File: src/rtl/jpeg_rle_expander_pkg.sv
// Shared types and constants for the JPEG decoder-side run-length expander.
package jpeg_dec_pkg;

    localparam int unsigned COEF_W_DFLT = 12;
    localparam int unsigned SIZE_W_DFLT = 4;

    typedef enum logic [1:0] {
        S_DC,
        S_AC,
        S_ZERO,
        S_FLUSH
    } state_t;

    localparam logic [3:0] RUN_ZRL  = 4'd15;
    localparam logic [5:0] BLK_LAST = 6'd63;

endpackage

File: src/rtl/jpeg_rle_expander_if.sv
// Symbol input bus (from the Huffman decoder) and coefficient output bus.
interface jpeg_sym_if import jpeg_dec_pkg::*; #(
    parameter int unsigned COEF_W = COEF_W_DFLT,
    parameter int unsigned SIZE_W = SIZE_W_DFLT
);
    logic              sym_valid;
    logic              sym_ready;
    logic              sym_dc;
    logic [3:0]        sym_run;
    logic [SIZE_W-1:0] sym_size;
    logic [COEF_W-1:0] sym_amp;

    modport master (output sym_valid, sym_dc, sym_run, sym_size, sym_amp, input sym_ready);
    modport slave  (input sym_valid, sym_dc, sym_run, sym_size, sym_amp, output sym_ready);
endinterface

interface jpeg_coef_if import jpeg_dec_pkg::*; #(
    parameter int unsigned COEF_W = COEF_W_DFLT
);
    logic              coef_valid;
    logic              coef_ready;
    logic [COEF_W-1:0] coef;
    logic [5:0]        coef_idx;
    logic              coef_last;

    modport master (output coef_valid, coef, coef_idx, coef_last, input coef_ready);
    modport slave  (input coef_valid, coef, coef_idx, coef_last, output coef_ready);
endinterface

File: src/rtl/jpeg_rle_expander_vli_decode.sv
// Combinational JPEG VLI decode: (size, raw amplitude bits) -> signed value.
module jpeg_vli_decode import jpeg_dec_pkg::*; #(
    parameter int unsigned COEF_W = COEF_W_DFLT,
    parameter int unsigned SIZE_W = SIZE_W_DFLT
) (
    input  logic [SIZE_W-1:0] i_size,
    input  logic [COEF_W-1:0] i_amp,
    output logic [COEF_W-1:0] o_val,
    output logic              o_ovf
);
    logic [COEF_W-1:0] w_mask;
    logic              w_msb;

    always_comb begin
        w_mask = '0;
        w_msb  = 1'b0;
        o_val  = '0;
        o_ovf  = 1'b0;
        for (int unsigned b = 0; b < COEF_W; b++) begin
            w_mask[b] = (b < 32'(i_size));
            if (b + 1 == 32'(i_size)) w_msb = i_amp[b];
        end
        // Leading 0 marks a negative code: value = amp - (2^size - 1).
        if (32'(i_size) > COEF_W) begin
            o_ovf = 1'b1;
        end else if (i_size != '0) begin
            o_val = w_msb ? (i_amp & w_mask) : ((i_amp & w_mask) - w_mask);
        end
    end

endmodule

File: src/rtl/jpeg_rle_expander.sv
// Expands (run, size, amplitude) symbols into the 64 zig-zag coefficients of
// an 8x8 block, one per cycle, with DC prediction, ZRL and EOB handling.
module jpeg_rle_expander import jpeg_dec_pkg::*; #(
    parameter int unsigned COEF_W = COEF_W_DFLT,
    parameter int unsigned SIZE_W = SIZE_W_DFLT
) (
    input  logic        clk,
    input  logic        rst_n,
    input  logic        frame_start,
    jpeg_sym_if.slave   sym,
    jpeg_coef_if.master coef_bus,
    output logic        err
);
    state_t            r_state, w_state_nxt;
    logic [5:0]        r_idx, w_idx_nxt;
    logic [COEF_W-1:0] r_dc_pred, w_dc_pred_nxt;
    logic [COEF_W-1:0] r_pend_val, w_pend_val_nxt;
    logic [3:0]        r_zcnt, w_zcnt_nxt;
    logic              r_pend_valid, w_pend_valid_nxt;
    logic              r_dc_hold, w_dc_hold_nxt;
    logic              r_err, w_err_nxt;

    logic              r_coef_valid;
    logic [COEF_W-1:0] r_coef;
    logic [5:0]        r_coef_idx;
    logic              r_coef_last;

    logic              w_out_free, w_sym_ready, w_acc, w_emit;
    logic [COEF_W-1:0] w_emit_val, w_vli_val, w_dc_add, w_dc_sum;
    logic              w_vli_ovf, w_is_eob, w_is_zrl, w_overrun;
    logic [3:0]        w_run_eff;
    logic [6:0]        w_span;

    jpeg_vli_decode #(.COEF_W(COEF_W), .SIZE_W(SIZE_W)) u_vli (
        .i_size (sym.sym_size),
        .i_amp  (sym.sym_amp),
        .o_val  (w_vli_val),
        .o_ovf  (w_vli_ovf)
    );

    assign w_out_free  = !r_coef_valid || coef_bus.coef_ready;
    assign w_sym_ready = rst_n && !frame_start && w_out_free && !r_dc_hold &&
                         (r_state == S_DC || r_state == S_AC);
    assign w_acc       = sym.sym_valid && w_sym_ready;
    assign w_is_eob    = (sym.sym_run == 4'd0) && (sym.sym_size == '0);
    assign w_is_zrl    = (sym.sym_run == RUN_ZRL) && (sym.sym_size == '0);
    assign w_run_eff   = w_is_zrl ? RUN_ZRL : sym.sym_run;
    assign w_span      = {1'b0, r_idx} + {3'b000, w_run_eff};
    assign w_overrun   = (w_span > 7'd63);
    // A DC symbol held over from an interrupted block feeds the predictor directly.
    assign w_dc_add    = r_dc_hold ? r_pend_val : w_vli_val;
    assign w_dc_sum    = r_dc_pred + w_dc_add;

    always_comb begin
        w_state_nxt      = r_state;
        w_idx_nxt        = r_idx;
        w_dc_pred_nxt    = r_dc_pred;
        w_pend_val_nxt   = r_pend_val;
        w_zcnt_nxt       = r_zcnt;
        w_pend_valid_nxt = r_pend_valid;
        w_dc_hold_nxt    = r_dc_hold;
        w_err_nxt        = r_err;
        w_emit           = 1'b0;
        w_emit_val       = '0;
        if (w_acc && w_vli_ovf) w_err_nxt = 1'b1;
        case (r_state)
            S_DC: begin
                if (r_dc_hold && w_out_free) begin
                    w_emit        = 1'b1;
                    w_emit_val    = w_dc_sum;
                    w_dc_pred_nxt = w_dc_sum;
                    w_dc_hold_nxt = 1'b0;
                    w_state_nxt   = S_AC;
                end else if (w_acc) begin
                    if (sym.sym_dc) begin
                        w_emit        = 1'b1;
                        w_emit_val    = w_dc_sum;
                        w_dc_pred_nxt = w_dc_sum;
                        w_state_nxt   = S_AC;
                    end else begin
                        w_err_nxt = 1'b1;
                    end
                end
            end
            S_AC: begin
                if (w_acc) begin
                    w_emit = 1'b1;
                    if (sym.sym_dc) begin
                        w_err_nxt      = 1'b1;
                        w_dc_hold_nxt  = 1'b1;
                        w_pend_val_nxt = w_vli_val;
                        w_state_nxt    = S_FLUSH;
                    end else if (w_is_eob) begin
                        w_state_nxt = S_FLUSH;
                    end else if (w_overrun) begin
                        w_err_nxt   = 1'b1;
                        w_state_nxt = S_FLUSH;
                    end else if (w_is_zrl) begin
                        w_zcnt_nxt       = RUN_ZRL;
                        w_pend_valid_nxt = 1'b0;
                        w_state_nxt      = S_ZERO;
                    end else if (sym.sym_run == 4'd0) begin
                        w_emit_val = w_vli_val;
                    end else begin
                        w_zcnt_nxt       = sym.sym_run - 4'd1;
                        w_pend_valid_nxt = 1'b1;
                        w_pend_val_nxt   = w_vli_val;
                        w_state_nxt      = S_ZERO;
                    end
                end
            end
            S_ZERO: begin
                if (w_out_free) begin
                    w_emit = 1'b1;
                    if (r_zcnt != 4'd0) begin
                        w_zcnt_nxt = r_zcnt - 4'd1;
                        if (r_zcnt == 4'd1 && !r_pend_valid) w_state_nxt = S_AC;
                    end else begin
                        w_emit_val       = r_pend_val;
                        w_pend_valid_nxt = 1'b0;
                        w_state_nxt      = S_AC;
                    end
                end
            end
            S_FLUSH: begin
                if (w_out_free) w_emit = 1'b1;
            end
            default: w_state_nxt = S_DC;
        endcase
        if (w_emit) begin
            w_idx_nxt = r_idx + 6'd1;
            if (r_idx == BLK_LAST) begin
                w_idx_nxt        = '0;
                w_state_nxt      = S_DC;
                w_pend_valid_nxt = 1'b0;
            end
        end
    end

    always_ff @(posedge clk or negedge rst_n) begin
        if (!rst_n) begin
            r_state      <= S_DC;
            r_idx        <= '0;
            r_dc_pred    <= '0;
            r_pend_val   <= '0;
            r_zcnt       <= '0;
            r_pend_valid <= 1'b0;
            r_dc_hold    <= 1'b0;
            r_err        <= 1'b0;
            r_coef_valid <= 1'b0;
            r_coef       <= '0;
            r_coef_idx   <= '0;
            r_coef_last  <= 1'b0;
        end else if (frame_start) begin
            r_state      <= S_DC;
            r_idx        <= '0;
            r_dc_pred    <= '0;
            r_zcnt       <= '0;
            r_pend_valid <= 1'b0;
            r_dc_hold    <= 1'b0;
            r_err        <= 1'b0;
            r_coef_valid <= 1'b0;
        end else begin
            r_state      <= w_state_nxt;
            r_idx        <= w_idx_nxt;
            r_dc_pred    <= w_dc_pred_nxt;
            r_pend_val   <= w_pend_val_nxt;
            r_zcnt       <= w_zcnt_nxt;
            r_pend_valid <= w_pend_valid_nxt;
            r_dc_hold    <= w_dc_hold_nxt;
            r_err        <= w_err_nxt;
            if (w_emit) begin
                r_coef_valid <= 1'b1;
                r_coef       <= w_emit_val;
                r_coef_idx   <= r_idx;
                r_coef_last  <= (r_idx == BLK_LAST);
            end else if (coef_bus.coef_ready) begin
                r_coef_valid <= 1'b0;
            end
        end
    end

    assign sym.sym_ready       = w_sym_ready;
    assign coef_bus.coef_valid = r_coef_valid;
    assign coef_bus.coef       = r_coef;
    assign coef_bus.coef_idx   = r_coef_idx;
    assign coef_bus.coef_last  = r_coef_last;
    assign err                 = r_err;

endmodule

File: src/flat_wrapper.sv
// flat-port wrapper written by rule: the top's interface ports become plain ports
module jpeg_rle_expander_flat import jpeg_dec_pkg::*;
#(
    parameter int unsigned COEF_W = COEF_W_DFLT,
    parameter int unsigned SIZE_W = SIZE_W_DFLT
)
  (clk, rst_n, frame_start, err, sym_sym_valid, sym_sym_dc, sym_sym_run, sym_sym_size, sym_sym_amp, sym_sym_ready, coef_bus_coef_valid, coef_bus_coef, coef_bus_coef_idx, coef_bus_coef_last, coef_bus_coef_ready);
  jpeg_sym_if #(.COEF_W(COEF_W), .SIZE_W(SIZE_W)) sym_i ();
  jpeg_coef_if #(.COEF_W(COEF_W)) coef_bus_i ();
  input  logic clk;
  input  logic rst_n;
  input  logic frame_start;
  output logic err;
  input wire logic [$bits(sym_i.sym_valid)-1:0] sym_sym_valid;
  input wire logic [$bits(sym_i.sym_dc)-1:0] sym_sym_dc;
  input wire logic [$bits(sym_i.sym_run)-1:0] sym_sym_run;
  input wire logic [$bits(sym_i.sym_size)-1:0] sym_sym_size;
  input wire logic [$bits(sym_i.sym_amp)-1:0] sym_sym_amp;
  output wire logic [$bits(sym_i.sym_ready)-1:0] sym_sym_ready;
  output wire logic [$bits(coef_bus_i.coef_valid)-1:0] coef_bus_coef_valid;
  output wire logic [$bits(coef_bus_i.coef)-1:0] coef_bus_coef;
  output wire logic [$bits(coef_bus_i.coef_idx)-1:0] coef_bus_coef_idx;
  output wire logic [$bits(coef_bus_i.coef_last)-1:0] coef_bus_coef_last;
  input wire logic [$bits(coef_bus_i.coef_ready)-1:0] coef_bus_coef_ready;
  assign sym_i.sym_valid = sym_sym_valid;
  assign sym_i.sym_dc = sym_sym_dc;
  assign sym_i.sym_run = sym_sym_run;
  assign sym_i.sym_size = sym_sym_size;
  assign sym_i.sym_amp = sym_sym_amp;
  assign sym_sym_ready = sym_i.sym_ready;
  assign coef_bus_coef_valid = coef_bus_i.coef_valid;
  assign coef_bus_coef = coef_bus_i.coef;
  assign coef_bus_coef_idx = coef_bus_i.coef_idx;
  assign coef_bus_coef_last = coef_bus_i.coef_last;
  assign coef_bus_i.coef_ready = coef_bus_coef_ready;
  jpeg_rle_expander #(.COEF_W(COEF_W), .SIZE_W(SIZE_W)) u_core (.clk(clk), .rst_n(rst_n), .frame_start(frame_start), .sym(sym_i), .coef_bus(coef_bus_i), .err(err));
endmodule
File: config.mk
export PLATFORM = sky130hd
export DESIGN_NAME = jpeg_rle_expander_flat
export DESIGN_NICKNAME = d
export VERILOG_FILES = /design/src/rtl/jpeg_rle_expander_pkg.sv /design/src/rtl/jpeg_rle_expander_if.sv /design/src/rtl/jpeg_rle_expander_vli_decode.sv /design/src/rtl/jpeg_rle_expander.sv /design/src/flat_wrapper.sv
export SDC_FILE = /design/constraint.sdc
export NUM_CORES = 1
export LEC_CHECK = 0
export ABC_AREA = 0
export BUFFER_PORTS_ARGS = -buffer_cell sky130_fd_sc_hd__buf_2
export CORE_MARGIN = 3
export CORE_UTILIZATION = 25
export CTS_CLUSTER_DIAMETER = 50
export CTS_CLUSTER_SIZE = 30
export DETAILED_ROUTE_END_ITERATION = 8
export GPL_ROUTABILITY_DRIVEN = 0
export GPL_TIMING_DRIVEN = 0
export PLACE_DENSITY = 0.38
export SYNTH_ARGS = -nofsm -noshare
export SYNTH_HDL_FRONTEND = slang
export SYNTH_SLANG_ARGS = --single-unit
export TNS_END_PERCENT = 50
File: constraint.sdc
create_clock -name clk -period 9.78 [get_ports clk]
set_input_delay 0 -clock clk [delete_from_list [all_inputs] [get_ports clk]]
set_output_delay 0 -clock clk [all_outputs]
set_load 0.005 [all_outputs]
==> impl_metrics.py <==
metrics = {
    "sta": {
        "worst_slack_ps": 5664,
        "rsz0062_at_grt": "no",
        "min_period_ps": 4116,
        "fin_crit_sh_pct": 42.09,
        "holdWs_ps": 33.14,
        "fmax_mhz": 242.9,
        "tightest_slew_ps": 870.3,
        "fin_skew_ps": 9.738,
        "finalSetupTns_ps": 0,
        "slew_headroom_pct": 41.73,
        "finalHoldViolations": 0,
        "setup_viol": 0,
        "drv_slew": 0,
    },
    "worst_setup_path": {
        "r2r_setup_slack_ps": 5770,
        "cp.required_ps": 10030,
        "worstPathMaxFanout": 10,
        "reg2reg_depth": 16,
        "worstSetupPathType": "in -> reg",
        "cp.buffers_inverters": 4,
        "cpLargestDelayFamily": "compound AO/OA/AOI/OAI gates",
        "r2r-end": "u_core.coef_bus.coef[8]$_DFFE_PN0P_",
        "cpPeakStageDelay_ps": 430,
        "arrival_ps": 4370,
        "slowest_stage": "clkbuf_1",
        "cp_cell_sequence": "buf_2 > clkbuf_1 > o21ai_0 > inv_1 > nand2_1 > nand2_1 > clkbuf_1 > a21oi_1 > mux2_2 > ha_1 > a21oi_1 > o22ai_1 > o211ai_1 > o21ai_0 > a31oi_1 > a211oi_1 > mux2_4 > nor3_2",
        "rr_startpoint": "u_core.r_dc_hold$_DFFE_PN0P_",
        "cp-start-kind": "input pin",
        "crit_path_end_kind": "flop",
    },
    "clocking": {
        "cts_buffers": 9,
        "path_clk_slew_ps": 60,
        "post_cts_buffers": 0,
        "clock_tree.buffer_depth": 2,
        "cts_tree": "yes",
        "root_buffer": "clkbuf_16",
        "cts_htree_levels": 3,
        "clock_latency_ps": 340,
        "cts_sinks": 59,
    },
    "logic_synthesis": {
        "avgSynthCellArea_um2": 8.232,
        "synth_nets": 637,
        "yosys-top-cells-area": "dfrtp_1 (31%), nand2_1 (7.4%), ha_1 (7.1%)",
        "seq_area_frac_synth_pct": 30.82,
        "yosysTopAreaCell": "dfrtp_1",
        "synth_edf_count": 0,
        "synth_top_area_share_pct": 30.82,
        "synthesis.area_um2": 4791,
        "synthCells": 582,
        "ys.flop_type": "dfrtp_1",
        "async_flop_share_pct": 100.0,
        "synth.distinct_cells": 71,
        "synth-seq-cells": 59,
        "yosys_warnings": 0,
    },
    "hold_path": {
        "hp-start": "coef_bus_coef_ready",
        "worstHoldEndpoint": "u_core.coef_bus.coef_valid$_DFFE_PN0P_",
        "min_path_type": "in -> reg",
        "hold_depth": 4,
    },
    "power": {
        "power_density_nw_per_um2": 135.9,
        "p_sw_mw": 0.2316,
        "power_leakage_nw": 2.485,
        "clockPowerShare_pct": 42.7,
        "combPwrFrac_pct": 21.2,
        "ir_drop_mv": 0.08707,
        "p_seq_share_pct": 36.2,
        "p_int_mw": 0.5328,
        "swShare_pct": 30.30,
        "p_total_mw": 0.7644,
    },
    "detailed_routing": {
        "ant_nets": 0,
        "wl_per_cell_um": 17.73,
        "drt_iter0_drc": 240,
        "wl_um": 15490,
        "drc": 0,
        "num_vias": 4529,
        "drtPass1Iterations": 5,
        "viasPerCell": 5.182,
    },
    "cells_and_area": {
        "multi_input_area_um2": 3077,
        "final_cell_mix": "nand2_1 (95), dfrtp_1 (59), buf_2 (52), a21oi_1 (49), nor2_1 (39)",
        "fillCellCount": 2007,
        "register_area_um2": 1476,
        "diodes": 0,
        "final_common_cell": "nand2_1",
        "instances_no_fill": 874,
        "drive_above_1_share_pct": 16.74,
        "nets": 695,
        "area_growth_pct": 17.39,
        "final_cell_area_um2": 5624,
        "utilization_pct": 30.58,
    },
    "grt": {
        "antenna_found_initial": 0,
        "grt_max_degree": 61,
        "overflow": 0,
        "grt_use_total_pct": 15.61,
        "grt_pass1_wl_um": 25250,
        "grt_pass1_vias": 4498,
    },
    "placement": {
        "placed_cells": 857,
        "place_area_um2": 5310,
        "place_ws_ps": 5355,
        "dp_hpwl_um": 11620,
        "numPortBuffers": 46,
    },
    "job": {
        "cap_viol_max_count": 0,
    },
    "die": {
        "fp.dieW_um": 144.4,
        "initial_core_util_pct": 26.05,
        "rows": 49,
        "dieArea_um2": 20860,
        "die_h_um": 144.4,
        "io_pins": 48,
        "core_um2": 18390,
    },
    "outcome": {
        "status": "complete, no violations",
    },
}
## sequential cells by signal, indices dropped and copies added, names as in the netlist
register / count
u_core.coef_bus.coef_last: 1
u_core.coef_bus.coef_idx: 6
u_core.r_state: 2
u_core.r_dc_pred: 12
u_core.r_dc_hold: 1
u_core.coef_bus.coef_valid: 1
u_core.err: 1
u_core.coef_bus.coef: 12
u_core.r_zcnt: 4
u_core.r_pend_valid: 1
u_core.r_pend_val: 12
u_core.r_idx: 6
## final cells by class
type / instances / area share [%]
flip-flops and latches: 59 / 26.25
well taps: 229 / 5.095
inverters: 23 / 1.535
repair buffers: 47 / 4.316
clock buffers: 10 / 4.249
multi-input cells: 468 / 54.71
plain buffers: 32 / 2.692
clock inverters: 6 / 1.157
## worst max path at each step
stage | from | end | cells past startpoint
floorplan | sym_sym_size[0] | u_core.coef_bus.coef[11]$_DFFE_PN0P_ | 17
global placement | sym_sym_size[1] | u_core.coef_bus.coef[11]$_DFFE_PN0P_ | 18
detailed placement | sym_sym_size[1] | u_core.coef_bus.coef[11]$_DFFE_PN0P_ | 18
CTS | sym_sym_size[1] | u_core.coef_bus.coef[11]$_DFFE_PN0P_ | 18
global route | sym_sym_size[2] | u_core.coef_bus.coef[11]$_DFFE_PN0P_ | 18
finish | sym_sym_size[2] | u_core.coef_bus.coef[11]$_DFFE_PN0P_ | 18
## kinds of logic (layout without fill, tap and decap cells)
| family | after synthesis | after routing | share of synthesized area [%] |
|---|---|---|---|
| buffers and inverters | 55 | 118 | 4.962 |
| multiplexers | 17 | 17 | 4.126 |
| XOR/XNOR | 15 | 15 | 2.742 |
| AO/OA/AOI/OAI | 179 | 179 | 26.27 |
| AND/OR/NAND/NOR | 228 | 228 | 23.19 |
| flip-flops | 59 | 59 | 30.82 |
| adder cells (fa/ha/maj) | 29 | 29 | 7.887 |
## power groups by stage
stage / registers, mW / logic, mW / clock network, mW
after floorplan: 0.279 / 0.106 / 0
after global placement: 0.281 / 0.163 / 0
after detailed placement: 0.281 / 0.164 / 0
after CTS: 0.277 / 0.165 / 0.339
after global routing: 0.279 / 0.183 / 0.350
final: 0.276 / 0.162 / 0.326
## repair_timing
action,in CTS,in global routing
hold endpoints to repair,59,0
hold buffers,1,0
resized for setup,0,0
## worst register-to-register path, stage by stage (launching register included)
cell and delay (ps):
dfrtp_1 310, clkbuf_1 270, clkbuf_1 560, clkbuf_1 390, nand2_1 80, o21ai_0 100
ha_1 230, inv_1 60, fa_1 410, nand3b_1 210, a21o_1 200, a21oi_1 230
xor2_1 110, nand2_1 100, inv_1 40, a221oi_1 450, o31ai_1 120
## Yosys cell counts, types with 3 or more instances
cell type and count:
a221oi_1 5, or3_1 6, a22o_1 4, clkbuf_1 22, o211ai_1 10, and3_1 6, ha_1 27, nor2_1 39
o21a_1 5, inv_1 22, a211oi_1 10, o21ai_0 30, nor3b_1 7, nand4_1 5, nand2b_1 10, mux2i_1 4
o31ai_1 10, buf_2 7, mux2_2 10, nand3_1 12, nor3_1 10, buf_6 3, nor2b_1 12, nand2_1 95
and2_1 3, a211o_1 4, nor4_1 3, a21oi_1 49, a21o_1 10, or2_2 5, xnor2_1 10, xor2_1 5
mux2_4 3, dfrtp_1 59, a31oi_1 8
## metal layers
layer	wire length (um)	vias to the layer above	GRT usage [%]
met5	0	-	0
li1	-	2227	-
met3	739	14	3.208
met4	206	0	3.780
met2	7030	106	24.26
met1	7515	2182	22.22
Power figures use the tool's default switching activity.
